[src/rtl/decode_pipe_stage_pkg.sv]
// Shared decode-stage definitions: default widths, instruction field positions,
// control bundle bit layout and the destination-register source selector.
// Ports: none (package).
package decode_pipe_stage_pkg;

    // Default widths
    localparam int unsigned DEF_DATA_W  = 18;
    localparam int unsigned DEF_PC_W    = 18;
    localparam int unsigned DEF_INSTR_W = 33;
    localparam int unsigned DEF_REG_AW  = 5;
    localparam int unsigned DEF_CTRL_W  = 10;

    // Instruction field positions (LSB of each register field, REG_AW bits wide)
    localparam int unsigned RS1_LSB     = 23;
    localparam int unsigned RS2_LSB     = 18;
    localparam int unsigned RD_LSB      = 0;
    localparam int unsigned TYPE_LSB    = 30;  // 2-bit type field [31:30]
    localparam int unsigned IMM_SEL_BIT = 32;
    localparam logic [1:0]  TYPE_RD_IS_RS1 = 2'b01;

    // Control bundle layout; carried through the stage without interpretation
    localparam int unsigned CTRL_REGWRITE  = 9;
    localparam int unsigned CTRL_ALUSRC    = 8;
    localparam int unsigned CTRL_MEMWRITE  = 7;
    localparam int unsigned CTRL_RESULTSRC = 6;
    localparam int unsigned CTRL_BRANCH    = 5;
    localparam int unsigned CTRL_ALUCTL_LSB = 2;  // ALUControl[2:0]
    localparam int unsigned CTRL_RGB_LSB   = 0;   // RGB[1:0]

    typedef enum logic [1:0] {
        RdFromLow = 2'd0,
        RdFromRs1 = 2'd1,
        RdFromRs2 = 2'd2
    } rd_src_e;

    // Type field takes precedence over the immediate-select bit.
    function automatic rd_src_e f_rd_src(input logic [1:0] typ, input logic imm_sel);
        if (typ == TYPE_RD_IS_RS1) begin
            return RdFromRs1;
        end else if (imm_sel) begin
            return RdFromRs2;
        end
        return RdFromLow;
    endfunction

endpackage

[src/rtl/decode_pipe_entry.sv]
// One decode pipeline slot: payload register, valid bit and write-back bypass.
// Ports:
//   clk, rst            clock, synchronous active-high reset
//   i_capture           load i_* payload and set valid
//   i_clear             drop the entry (valid -> 0); never asserted with i_capture
//   i_ctrl..i_pc_plus4  payload to capture
//   i_wb_we/rd/data     write-back port used to refresh rd1/rd2
//   o_valid, o_*        held entry
module decode_pipe_entry
    import decode_pipe_stage_pkg::*;
#(
    parameter int unsigned DATA_W   = DEF_DATA_W,
    parameter int unsigned PC_W     = DEF_PC_W,
    parameter int unsigned REG_AW   = DEF_REG_AW,
    parameter int unsigned CTRL_W   = DEF_CTRL_W,
    parameter int unsigned ZERO_REG = 1
) (
    input  logic              clk,
    input  logic              rst,
    input  logic              i_capture,
    input  logic              i_clear,
    input  logic [CTRL_W-1:0] i_ctrl,
    input  logic [DATA_W-1:0] i_rd1,
    input  logic [DATA_W-1:0] i_rd2,
    input  logic [DATA_W-1:0] i_imm,
    input  logic [REG_AW-1:0] i_rs1,
    input  logic [REG_AW-1:0] i_rs2,
    input  logic [REG_AW-1:0] i_rd,
    input  logic [PC_W-1:0]   i_pc,
    input  logic [PC_W-1:0]   i_pc_plus4,
    input  logic              i_wb_we,
    input  logic [REG_AW-1:0] i_wb_rd,
    input  logic [DATA_W-1:0] i_wb_data,
    output logic              o_valid,
    output logic [CTRL_W-1:0] o_ctrl,
    output logic [DATA_W-1:0] o_rd1,
    output logic [DATA_W-1:0] o_rd2,
    output logic [DATA_W-1:0] o_imm,
    output logic [REG_AW-1:0] o_rs1,
    output logic [REG_AW-1:0] o_rs2,
    output logic [REG_AW-1:0] o_rd,
    output logic [PC_W-1:0]   o_pc,
    output logic [PC_W-1:0]   o_pc_plus4
);

    logic              r_valid;
    logic [CTRL_W-1:0] r_ctrl;
    logic [DATA_W-1:0] r_rd1;
    logic [DATA_W-1:0] r_rd2;
    logic [DATA_W-1:0] r_imm;
    logic [REG_AW-1:0] r_rs1;
    logic [REG_AW-1:0] r_rs2;
    logic [REG_AW-1:0] r_rd;
    logic [PC_W-1:0]   r_pc;
    logic [PC_W-1:0]   r_pc_plus4;

    logic [REG_AW-1:0] w_rs1_src;
    logic [REG_AW-1:0] w_rs2_src;
    logic [DATA_W-1:0] w_rd1_d;
    logic [DATA_W-1:0] w_rd2_d;
    logic              w_refresh;

    // Register 0 is never bypassed when it is hard-wired to zero.
    function automatic logic f_wb_hit(input logic              we,
                                      input logic [REG_AW-1:0] wb_rd,
                                      input logic [REG_AW-1:0] rs);
        return we && (wb_rd == rs) && ((ZERO_REG == 0) || (rs != '0));
    endfunction

    // Bypass applies to the value being captured, or to a live held entry.
    assign w_refresh = i_capture || r_valid;
    assign w_rs1_src = i_capture ? i_rs1 : r_rs1;
    assign w_rs2_src = i_capture ? i_rs2 : r_rs2;

    always_comb begin
        w_rd1_d = i_capture ? i_rd1 : r_rd1;
        w_rd2_d = i_capture ? i_rd2 : r_rd2;
        if (w_refresh && f_wb_hit(i_wb_we, i_wb_rd, w_rs1_src)) begin
            w_rd1_d = i_wb_data;
        end
        if (w_refresh && f_wb_hit(i_wb_we, i_wb_rd, w_rs2_src)) begin
            w_rd2_d = i_wb_data;
        end
    end

    always_ff @(posedge clk) begin
        if (rst) begin
            r_valid    <= 1'b0;
            r_ctrl     <= '0;
            r_rd1      <= '0;
            r_rd2      <= '0;
            r_imm      <= '0;
            r_rs1      <= '0;
            r_rs2      <= '0;
            r_rd       <= '0;
            r_pc       <= '0;
            r_pc_plus4 <= '0;
        end else begin
            if (i_clear) begin
                r_valid <= 1'b0;
            end else if (i_capture) begin
                r_valid <= 1'b1;
            end
            if (i_capture) begin
                r_ctrl     <= i_ctrl;
                r_imm      <= i_imm;
                r_rs1      <= i_rs1;
                r_rs2      <= i_rs2;
                r_rd       <= i_rd;
                r_pc       <= i_pc;
                r_pc_plus4 <= i_pc_plus4;
            end
            r_rd1 <= w_rd1_d;
            r_rd2 <= w_rd2_d;
        end
    end

    assign o_valid    = r_valid;
    assign o_ctrl     = r_ctrl;
    assign o_rd1      = r_rd1;
    assign o_rd2      = r_rd2;
    assign o_imm      = r_imm;
    assign o_rs1      = r_rs1;
    assign o_rs2      = r_rs2;
    assign o_rd       = r_rd;
    assign o_pc       = r_pc;
    assign o_pc_plus4 = r_pc_plus4;

endmodule

[src/rtl/decode_pipe_stage.sv]
// Decode -> execute pipeline register with a skid buffer.
// Two slots: OUT drives the execute side, SKID catches one entry while OUT
// stalls so in_ready can come straight from a register.
// Ports:
//   clk, rst                       clock, synchronous active-high reset
//   in_valid/in_ready              decode-side handshake
//   instr_d, ctrl_d, rd1_d, rd2_d,
//   imm_d, pc_d, pc_plus4_d        decode payload
//   wb_we, wb_rd, wb_data          write-back port for operand refresh
//   flush                          squash all held entries
//   out_valid/out_ready            execute-side handshake
//   ctrl_e .. pc_plus4_e           execute payload (ctrl_e zero on bubbles)
module decode_pipe_stage
    import decode_pipe_stage_pkg::*;
#(
    parameter int unsigned DATA_W   = DEF_DATA_W,
    parameter int unsigned PC_W     = DEF_PC_W,
    parameter int unsigned INSTR_W  = DEF_INSTR_W,
    parameter int unsigned REG_AW   = DEF_REG_AW,
    parameter int unsigned CTRL_W   = DEF_CTRL_W,
    parameter int unsigned ZERO_REG = 1
) (
    input  logic               clk,
    input  logic               rst,
    input  logic               in_valid,
    output logic               in_ready,
    input  logic [INSTR_W-1:0] instr_d,
    input  logic [CTRL_W-1:0]  ctrl_d,
    input  logic [DATA_W-1:0]  rd1_d,
    input  logic [DATA_W-1:0]  rd2_d,
    input  logic [DATA_W-1:0]  imm_d,
    input  logic [PC_W-1:0]    pc_d,
    input  logic [PC_W-1:0]    pc_plus4_d,
    input  logic               wb_we,
    input  logic [REG_AW-1:0]  wb_rd,
    input  logic [DATA_W-1:0]  wb_data,
    input  logic               flush,
    output logic               out_valid,
    input  logic               out_ready,
    output logic [CTRL_W-1:0]  ctrl_e,
    output logic [DATA_W-1:0]  rd1_e,
    output logic [DATA_W-1:0]  rd2_e,
    output logic [DATA_W-1:0]  imm_e,
    output logic [REG_AW-1:0]  rs1_e,
    output logic [REG_AW-1:0]  rs2_e,
    output logic [REG_AW-1:0]  rd_e,
    output logic [PC_W-1:0]    pc_e,
    output logic [PC_W-1:0]    pc_plus4_e
);

    // Decoded register addresses
    logic [REG_AW-1:0] w_rs1;
    logic [REG_AW-1:0] w_rs2;
    logic [REG_AW-1:0] w_rd;

    assign w_rs1 = instr_d[RS1_LSB +: REG_AW];
    assign w_rs2 = instr_d[RS2_LSB +: REG_AW];

    always_comb begin
        w_rd = instr_d[RD_LSB +: REG_AW];
        unique case (f_rd_src(instr_d[TYPE_LSB +: 2], instr_d[IMM_SEL_BIT]))
            RdFromRs1: w_rd = w_rs1;
            RdFromRs2: w_rd = w_rs2;
            default:   w_rd = instr_d[RD_LSB +: REG_AW];
        endcase
    end

    // Slot outputs
    logic              w_out_valid;
    logic [CTRL_W-1:0] w_out_ctrl;
    logic              w_skid_valid;
    logic [CTRL_W-1:0] w_skid_ctrl;
    logic [DATA_W-1:0] w_skid_rd1;
    logic [DATA_W-1:0] w_skid_rd2;
    logic [DATA_W-1:0] w_skid_imm;
    logic [REG_AW-1:0] w_skid_rs1;
    logic [REG_AW-1:0] w_skid_rs2;
    logic [REG_AW-1:0] w_skid_rd;
    logic [PC_W-1:0]   w_skid_pc;
    logic [PC_W-1:0]   w_skid_pc_plus4;

    // Handshake and slot control
    logic w_in_fire;
    logic w_out_fire;
    logic w_out_take;
    logic w_out_capture;
    logic w_out_clear;
    logic w_skid_capture;
    logic w_skid_clear;

    // Skid occupancy is registered, so no out_ready -> in_ready path exists.
    assign in_ready   = !w_skid_valid && !rst;
    assign w_in_fire  = in_valid && in_ready;
    assign w_out_fire = w_out_valid && out_ready;
    // OUT may reload this cycle: it is empty or its entry is leaving.
    assign w_out_take = !w_out_valid || w_out_fire;

    assign w_out_capture  = !flush && w_out_take && (w_skid_valid || w_in_fire);
    assign w_out_clear    = flush || (w_out_take && !w_skid_valid && !w_in_fire);
    assign w_skid_capture = !flush && w_in_fire && !w_out_take;
    assign w_skid_clear   = flush || (w_out_take && w_skid_valid);

    // OUT source: the older SKID entry always goes first.
    logic [CTRL_W-1:0] w_src_ctrl;
    logic [DATA_W-1:0] w_src_rd1;
    logic [DATA_W-1:0] w_src_rd2;
    logic [DATA_W-1:0] w_src_imm;
    logic [REG_AW-1:0] w_src_rs1;
    logic [REG_AW-1:0] w_src_rs2;
    logic [REG_AW-1:0] w_src_rd;
    logic [PC_W-1:0]   w_src_pc;
    logic [PC_W-1:0]   w_src_pc_plus4;

    assign w_src_ctrl     = w_skid_valid ? w_skid_ctrl     : ctrl_d;
    assign w_src_rd1      = w_skid_valid ? w_skid_rd1      : rd1_d;
    assign w_src_rd2      = w_skid_valid ? w_skid_rd2      : rd2_d;
    assign w_src_imm      = w_skid_valid ? w_skid_imm      : imm_d;
    assign w_src_rs1      = w_skid_valid ? w_skid_rs1      : w_rs1;
    assign w_src_rs2      = w_skid_valid ? w_skid_rs2      : w_rs2;
    assign w_src_rd       = w_skid_valid ? w_skid_rd       : w_rd;
    assign w_src_pc       = w_skid_valid ? w_skid_pc       : pc_d;
    assign w_src_pc_plus4 = w_skid_valid ? w_skid_pc_plus4 : pc_plus4_d;

    decode_pipe_entry #(
        .DATA_W  (DATA_W),
        .PC_W    (PC_W),
        .REG_AW  (REG_AW),
        .CTRL_W  (CTRL_W),
        .ZERO_REG(ZERO_REG)
    ) u_skid (
        .clk       (clk),
        .rst       (rst),
        .i_capture (w_skid_capture),
        .i_clear   (w_skid_clear),
        .i_ctrl    (ctrl_d),
        .i_rd1     (rd1_d),
        .i_rd2     (rd2_d),
        .i_imm     (imm_d),
        .i_rs1     (w_rs1),
        .i_rs2     (w_rs2),
        .i_rd      (w_rd),
        .i_pc      (pc_d),
        .i_pc_plus4(pc_plus4_d),
        .i_wb_we   (wb_we),
        .i_wb_rd   (wb_rd),
        .i_wb_data (wb_data),
        .o_valid   (w_skid_valid),
        .o_ctrl    (w_skid_ctrl),
        .o_rd1     (w_skid_rd1),
        .o_rd2     (w_skid_rd2),
        .o_imm     (w_skid_imm),
        .o_rs1     (w_skid_rs1),
        .o_rs2     (w_skid_rs2),
        .o_rd      (w_skid_rd),
        .o_pc      (w_skid_pc),
        .o_pc_plus4(w_skid_pc_plus4)
    );

    decode_pipe_entry #(
        .DATA_W  (DATA_W),
        .PC_W    (PC_W),
        .REG_AW  (REG_AW),
        .CTRL_W  (CTRL_W),
        .ZERO_REG(ZERO_REG)
    ) u_out (
        .clk       (clk),
        .rst       (rst),
        .i_capture (w_out_capture),
        .i_clear   (w_out_clear),
        .i_ctrl    (w_src_ctrl),
        .i_rd1     (w_src_rd1),
        .i_rd2     (w_src_rd2),
        .i_imm     (w_src_imm),
        .i_rs1     (w_src_rs1),
        .i_rs2     (w_src_rs2),
        .i_rd      (w_src_rd),
        .i_pc      (w_src_pc),
        .i_pc_plus4(w_src_pc_plus4),
        .i_wb_we   (wb_we),
        .i_wb_rd   (wb_rd),
        .i_wb_data (wb_data),
        .o_valid   (w_out_valid),
        .o_ctrl    (w_out_ctrl),
        .o_rd1     (rd1_e),
        .o_rd2     (rd2_e),
        .o_imm     (imm_e),
        .o_rs1     (rs1_e),
        .o_rs2     (rs2_e),
        .o_rd      (rd_e),
        .o_pc      (pc_e),
        .o_pc_plus4(pc_plus4_e)
    );

    assign out_valid = w_out_valid;
    // Bubbles must not carry RegWrite/MemWrite/Branch downstream.
    assign ctrl_e    = w_out_valid ? w_out_ctrl : '0;

endmodule
[config.mk]
export PLATFORM = sky130hd
export DESIGN_NAME = decode_pipe_stage
export DESIGN_NICKNAME = d
export VERILOG_FILES = /design/src/rtl/decode_pipe_stage_pkg.sv /design/src/rtl/decode_pipe_entry.sv /design/src/rtl/decode_pipe_stage.sv
export SDC_FILE = /design/constraint.sdc
export NUM_CORES = 1
export LEC_CHECK = 0
export CAP_MARGIN = 20
export CORE_ASPECT_RATIO = 1.2
export CORE_MARGIN = 2
export CORE_UTILIZATION = 50
export DETAILED_ROUTE_END_ITERATION = 6
export PLACE_DENSITY = 0.81
export SLEW_MARGIN = 20
export SYNTH_ARGS = -nofsm -noshare
export SYNTH_HDL_FRONTEND = slang
export SYNTH_SLANG_ARGS = --single-unit
export TNS_END_PERCENT = 50
[constraint.sdc]
create_clock -name clk -period 3.5 [get_ports clk]
set_input_delay 0.7 -clock clk [delete_from_list [all_inputs] [get_ports clk]]
set_output_delay 0.7 -clock clk [all_outputs]
set_load 0.05 [all_outputs]
# Word level (Yosys, flattened, before mapping)
# Index checks and enable logic that the tools add are counted.
# Widths: inputs -> output; s select.
[word_totals]
regBits = 232
in_bits = 162
out_inout_bits = 117
wordCells = 99
[classes]
eq_ne = 7
mux = 28
reduce_logical = 44
[ops]
columns = ["operator", "count"]
rows = [
  ["$mux 18", 13],
  ["$mux 5", 7],
  ["$logic_and 1x1->1", 22],
  ["$eq 5x5->1", 4],
  ["$mux 10", 2],
  ["$reduce_bool 5->1", 4],
  ["$pmux 5 s2", 1],
  ["$reduce_bool 2->1", 4],
  ["$logic_not 1->1", 6],
  ["$logic_or 1x1->1", 6],
  ["$mux 2", 3],
  ["$eq 2x1->1 const B", 2],
  ["$reduce_or 2->1", 2],
  ["$eq 2x2->1 const B", 1],
  ["$mux 1", 2],
]

# Longest topological paths before layout
[logic_depth]
depth_word = 11
mapped_depth = 10
depth_no_buf = 6

# Cells and area by module
# Synthesis repeated with hierarchy kept, for this count alone.
[hier_totals]
cells_unflattened = 1091
hier_area_um2 = 11378.4
[modules_own_cells]
columns = ["module", "n_inst", "cells_per_inst", "area_per_inst_um2", "seq_area_each_um2"]
rows = [
  ["decode_pipe_entry", 2, 466, 4880.9, 2322.2],
  ["decode_pipe_stage", 1, 159, 1616.6, 0.0],
]

# Least setup slack after synthesis
# No wires, ideal clock.
[synth_path]
path_kind = "in2out"
from = "input port rst"
to = "output port in_ready"
arrival_time_ns = 2.041
t_required_ns = 2.800
setup_slack_ns = 0.759
cell_stages = 5
path_cell_list = "buf_6 > clkbuf_1 > clkbuf_1 > clkbuf_1 > nor2_1"
[synth_via]
elab_chain_len = 2
[synth_rtl]
columns = ["element", "line_no", "rtl"]
rows = [
  ["from (decl)", "decode_pipe_stage.sv:24", "input logic rst,"],
  ["$logic_not 1->1", "decode_pipe_stage.sv:92", "assign in_ready = !w_skid_valid && !rst;"],
  ["$logic_and 1x1->1", "decode_pipe_stage.sv:92", ""],
  ["to (decl)", "decode_pipe_stage.sv:26", "output logic in_ready,"],
]
# Every way passes these cells.

# Worst setup path in the final report
[layout_path]
from = "register u_out.r_valid (netlist: u_out.o_valid)"
to = "output port ctrl_e[1]"
[layout_via]
elab_chain_len = 1
[layout_rtl]
columns = ["element", "line_no", "rtl"]
rows = [
  ["from (decl)", "decode_pipe_entry.sv:46", "logic r_valid;"],
  ["from (signal assigned)", "decode_pipe_entry.sv:88", "r_valid <= 1'b0;"],
  ["from (signal assigned)", "decode_pipe_entry.sv:100", "r_valid <= 1'b0;"],
  ["from (signal assigned)", "decode_pipe_entry.sv:102", "r_valid <= 1'b1;"],
  ["$mux 10", "decode_pipe_stage.sv:196", "assign ctrl_e = w_out_valid ? w_out_ctrl : '0;"],
  ["to (decl)", "decode_pipe_stage.sv:40", "output logic [CTRL_W-1:0] ctrl_e,"],
]
# Every way passes these cells.

==> qor_table.md <==
| Quantity | Reported | Unit |
|:---|:---|:---|
| Crit path required time | 2.80 | ns |
| Horizontal die dimension | 139 | um |
| XOR/XNOR Fraction of Synth Area | 0.0112 | - |
| Yosys reg bits | 232 | - |
| Synth unique cells | 49 | - |
| GRT Total Usage | 0.240 | - |
| Setup Total Neg Slack | 0 | ns |
| Time the worst path needs with I/O delays and setup | 3.01 | ns |
| Count of flip-flops with a built-in enable after synthesis | 0 | - |
| Number of nets produced by synthesis | 1392 | - |
| Crit Reg-Reg Endpoint | u_skid.o_rd2[10] | - |
| Vias post-DR | 9577 | - |
| Post-synthesis cell count | 1230 | - |
| Worst IR drop on VDD | 0.000542 | V |
| Start point of the worst hold path | u_skid.o_pc_plus4[13] | - |
| CTS tree | yes | - |
| Min-Delay Path Depth | 2 | - |
| Count of nets left with antenna violations after detail routing | 0 | - |
| Vias per cell | 5.53 | - |
| Sequential share of the synthesized area | 0.425 | - |
| Number of global-route vias before repair | 9393 | - |
| Final Max Tran Viols | 0 | - |
| Critical-path maximum fanout | 17 | - |
| Core Box Area | 21600 | um2 |
| Series of cell instances along the critical path | and2_1 -> clkdlybuf4s50_1 | - |
| Placement Rows | 59 | - |
| Run status | finished clean | - |
| CTS Hold Bufs | 0 | - |
| Syn_area_per_cell | 8.88 | um2 |
| Initial Utilization | 0.507 | - |
| Buffers plus inverters on the worst setup path | 1 | - |
| Synthesized cell area | 10900 | um2 |
| Global-route wire length before repair | 46.5 | mm |
| Unrepaired setup endpoints after global routing | false | - |
| I/O pin count | 279 | - |
| Maximum count of clock buffers along a single path | 3 | - |
| Largest family of logic cells by synthesized area | multiplexers | - |
| Prevailing post-synth register cell | dfxtp_1 | - |
| Worst path arrival time | 2.31 | ns |
| Detailed router's first-iteration violation count | 506 | - |
| CTS buffer count | 25 | - |
| Register-to-register path setup slack | 0.59 | ns |
| Top library cells by usage in the layout, fill and taps aside | clkdlybuf4s50_1 (262), dfxtp_1 (231), nand2_1 (214), mux2i_1 (191), nor2_1 (137) | - |
| Resized cells post-CTS | 0 | - |
| Most frequent standard cell in the layout excluding fill and tap cells | clkdlybuf4s50_1 | - |
| Worst slack at placement | 0.119 | ns |
| Wire length after detailed routing | 28.9 | mm |
| Total number of yosys warnings | 0 | - |
| Final Wtd Congestion | 0.855 | - |
| Clock transition at the registers of the reported paths | 0.06 | ns |
| Class of the most critical hold timing path | reg -> reg | - |
| Average wire per standard cell | 16.7 | um |
| Fmax | 332 | MHz |
| Clock network latency to the later pin of the worst-skew pair | 0.52 | ns |
| Fraction of layout cells with a size suffix above 1 | 0.0583 | - |
| Worst R2R Path Depth | 7 | - |
| Area fraction in and, or, nand and nor cells after synthesis | 0.158 | - |
| Largest delay share family, worst path | buffers and inverters | - |
| Number of antenna violations at the first check in global routing | 2 | - |
| Slowest library cell on the worst path | clkdlybuf4s50_1 | - |
| Critical path capture point type | output port | - |
| Slack of the critical path | 0.490 | ns |
| Mux share of post-synthesis cell area | 0.191 | - |
| Worst slew slack as a fraction of its limit | 0.303 | - |
| DRC violation count after routing | 0 | - |
| Number of setup buffers added after CTS | 0 | - |
| Period utilization | 0.860 | - |
| Total of max-cap violations | 0 | - |
| Summed area of non-filler cells in the final layout | 14500 | um2 |
| Compound-cell area share of the yosys netlist | 0.165 | - |
| Vertical extent of the die | 166 | um |
| Die Footprint | 23000 | um2 |
| Adder-Cell Fraction of Synth Area | 0 | - |
| Maximum number of pins on one net before global-route repair | 192 | - |
| Number of levels in the clock H-tree | 1 | - |
| Number of endpoints with negative hold slack in the final report | 0 | - |
| Crit Path Category | reg -> out | - |
| Cell count after placement | 1685 | - |
| Worst hold margin | 0.452 | ns |
| Number of nets in the final layout | 1600 | - |
| Buffers added on ports | 263 | - |
| End of the worst hold path | u_skid.o_pc_plus4[13] | - |
| Worst reg2reg path startpoint | u_out.o_valid | - |
| Stage delay of the slowest cell on the critical path | 0.84 | ns |
| Leakage Power | 5.13 | nW |
| Proportion of register bits with asynchronous set or reset after synthesis | 0 | - |
| Power density of the placed cells | 435 | nW/um2 |
| Pre-Repair DR Iteration Count | 5 | - |
| Final setup vio count | 0 | - |
| Post-layout instance count excluding filler cells | 1733 | - |
| Area delta synth->final | 32.6 | % |
| DPL Wire Length | 18.5 | mm |
| Root buffer cell | clkbuf_16 | - |
| Global route overflow | 0 | - |
| Transition time at the pin with the least slew margin | 1.05 | ns |
| Startpoint types | flip-flop | - |
| Number of clock sinks | 232 | - |
| Setup skew after layout | 0.0135 | ns |
| Placement-stage cell area | 13700 | um2 |
-- report_power, final --
group,total [mW],switching (mW),internal (mW),leakage (nW)
clock,2.60,1.08,1.52,0.396
sequential,2.76,0.0445,2.72,1.88
combinational,0.935,0.535,0.400,2.85
-- stage by stage --
| stage | power (mW) | utilization |
|---|---|---|
| floorplan | 3.35 | - |
| global placement | 3.74 | 0.634 |
| detailed placement | 3.75 | 0.634 |
| CTS | 6.36 | 0.672 |
| global route | 6.53 | 0.672 |
| finish | 6.30 | 0.672 |
-- tightest hold or removal path, cell delays in order (launching register included) --
cell and delay [ns]:
dfxtp_1 0.31, nand2_1 0.05, a21oi_1 0.05
-- area by class of cell --
type,count,area [um2]
clock inverter,10,90.1
clock buffer,36,727
fill,1749,7070
timing repair buffer,286,2890
inverter,6,22.5
multi-input combinational,887,5750
tap,274,343
sequential,232,4650
antenna,2,5.00
-- synth_stat cells, types with 3 or more instances --
| library cell | instances | share of area |
|---|---|---|
| mux2_1 | 4 | 0.0041 |
| a211oi_1 | 70 | 0.048 |
| xnor2_1 | 10 | 0.0080 |
| buf_2 | 16 | 0.0073 |
| buf_6 | 12 | 0.012 |
| o21ai_0 | 5 | 0.0023 |
| a211o_1 | 36 | 0.029 |
| nand2_1 | 215 | 0.074 |
| nand3_1 | 4 | 0.0018 |
| a21o_1 | 38 | 0.026 |
| nor2_1 | 137 | 0.047 |
| mux2_2 | 6 | 0.0062 |
| a21oi_1 | 83 | 0.038 |
| clkbuf_1 | 63 | 0.022 |
| buf_1 | 13 | 0.0045 |
| dfxtp_1 | 232 | 0.43 |
| and2_1 | 10 | 0.0057 |
| xor2_1 | 4 | 0.0032 |
| nor4_1 | 5 | 0.0029 |
| mux2i_2 | 3 | 0.0038 |
| o2111ai_1 | 3 | 0.0024 |
| o211ai_1 | 8 | 0.0055 |
| mux2i_1 | 191 | 0.18 |
| inv_1 | 6 | 0.0021 |
| nor2b_1 | 6 | 0.0034 |
| nand2b_1 | 23 | 0.013 |
-- kinds of logic (layout without fill, tap and decap cells) --
kind of cell / after synthesis / count (layout)
xor gates and xnor gates: 14 / 14
and+or+nand+nor: 409 / 409
DFF: 232 / 232
buffers and inverters: 111 / 338
other: 0 / 2
AOI/OAI and AO/OA: 259 / 259
muxes: 205 / 205
-- worst max path at each step --
stage | startpoint | to | slack (ns) | cells past startpoint
global route | u_out.o_valid | ctrl_e[3] | 0.38 | 2
detailed placement | flush | u_skid.o_rd2[10] | 0.12 | 8
finish | u_out.o_valid | ctrl_e[1] | 0.49 | 2
CTS | u_out.o_valid | ctrl_e[5] | 0.49 | 2
floorplan | rst | in_ready | 0.76 | 5
global placement | flush | u_skid.o_rd1[8] | 0.16 | 7
-- registers in the layout, indices dropped and copies added, names as in the netlist, 10 cells and up --
| register | cells |
|---|---|
| u_skid.o_imm | 18 |
| u_skid.o_rd1 | 18 |
| u_skid.o_pc | 18 |
| u_out.o_rd2 | 18 |
| u_out.o_pc | 18 |
| u_out.o_rd1 | 18 |
| u_out.o_pc_plus4 | 18 |
| u_skid.o_pc_plus4 | 18 |
| u_out.o_ctrl | 10 |
| u_out.o_imm | 18 |
| u_skid.o_ctrl | 10 |
| u_skid.o_rd2 | 18 |
-- routing by layer --
metal / share of wire / GRT usage / vias up
met2: 0.49 / 0.413 / 273
met4: 0.039 / 0.104 / 0
met3: 0.066 / 0.0533 / 73
met5: 0 / 0 / -
li1: - / - / 4694
met1: 0.41 / 0.287 / 4537
No activity file was read; power rests on OpenSTA's default activity.
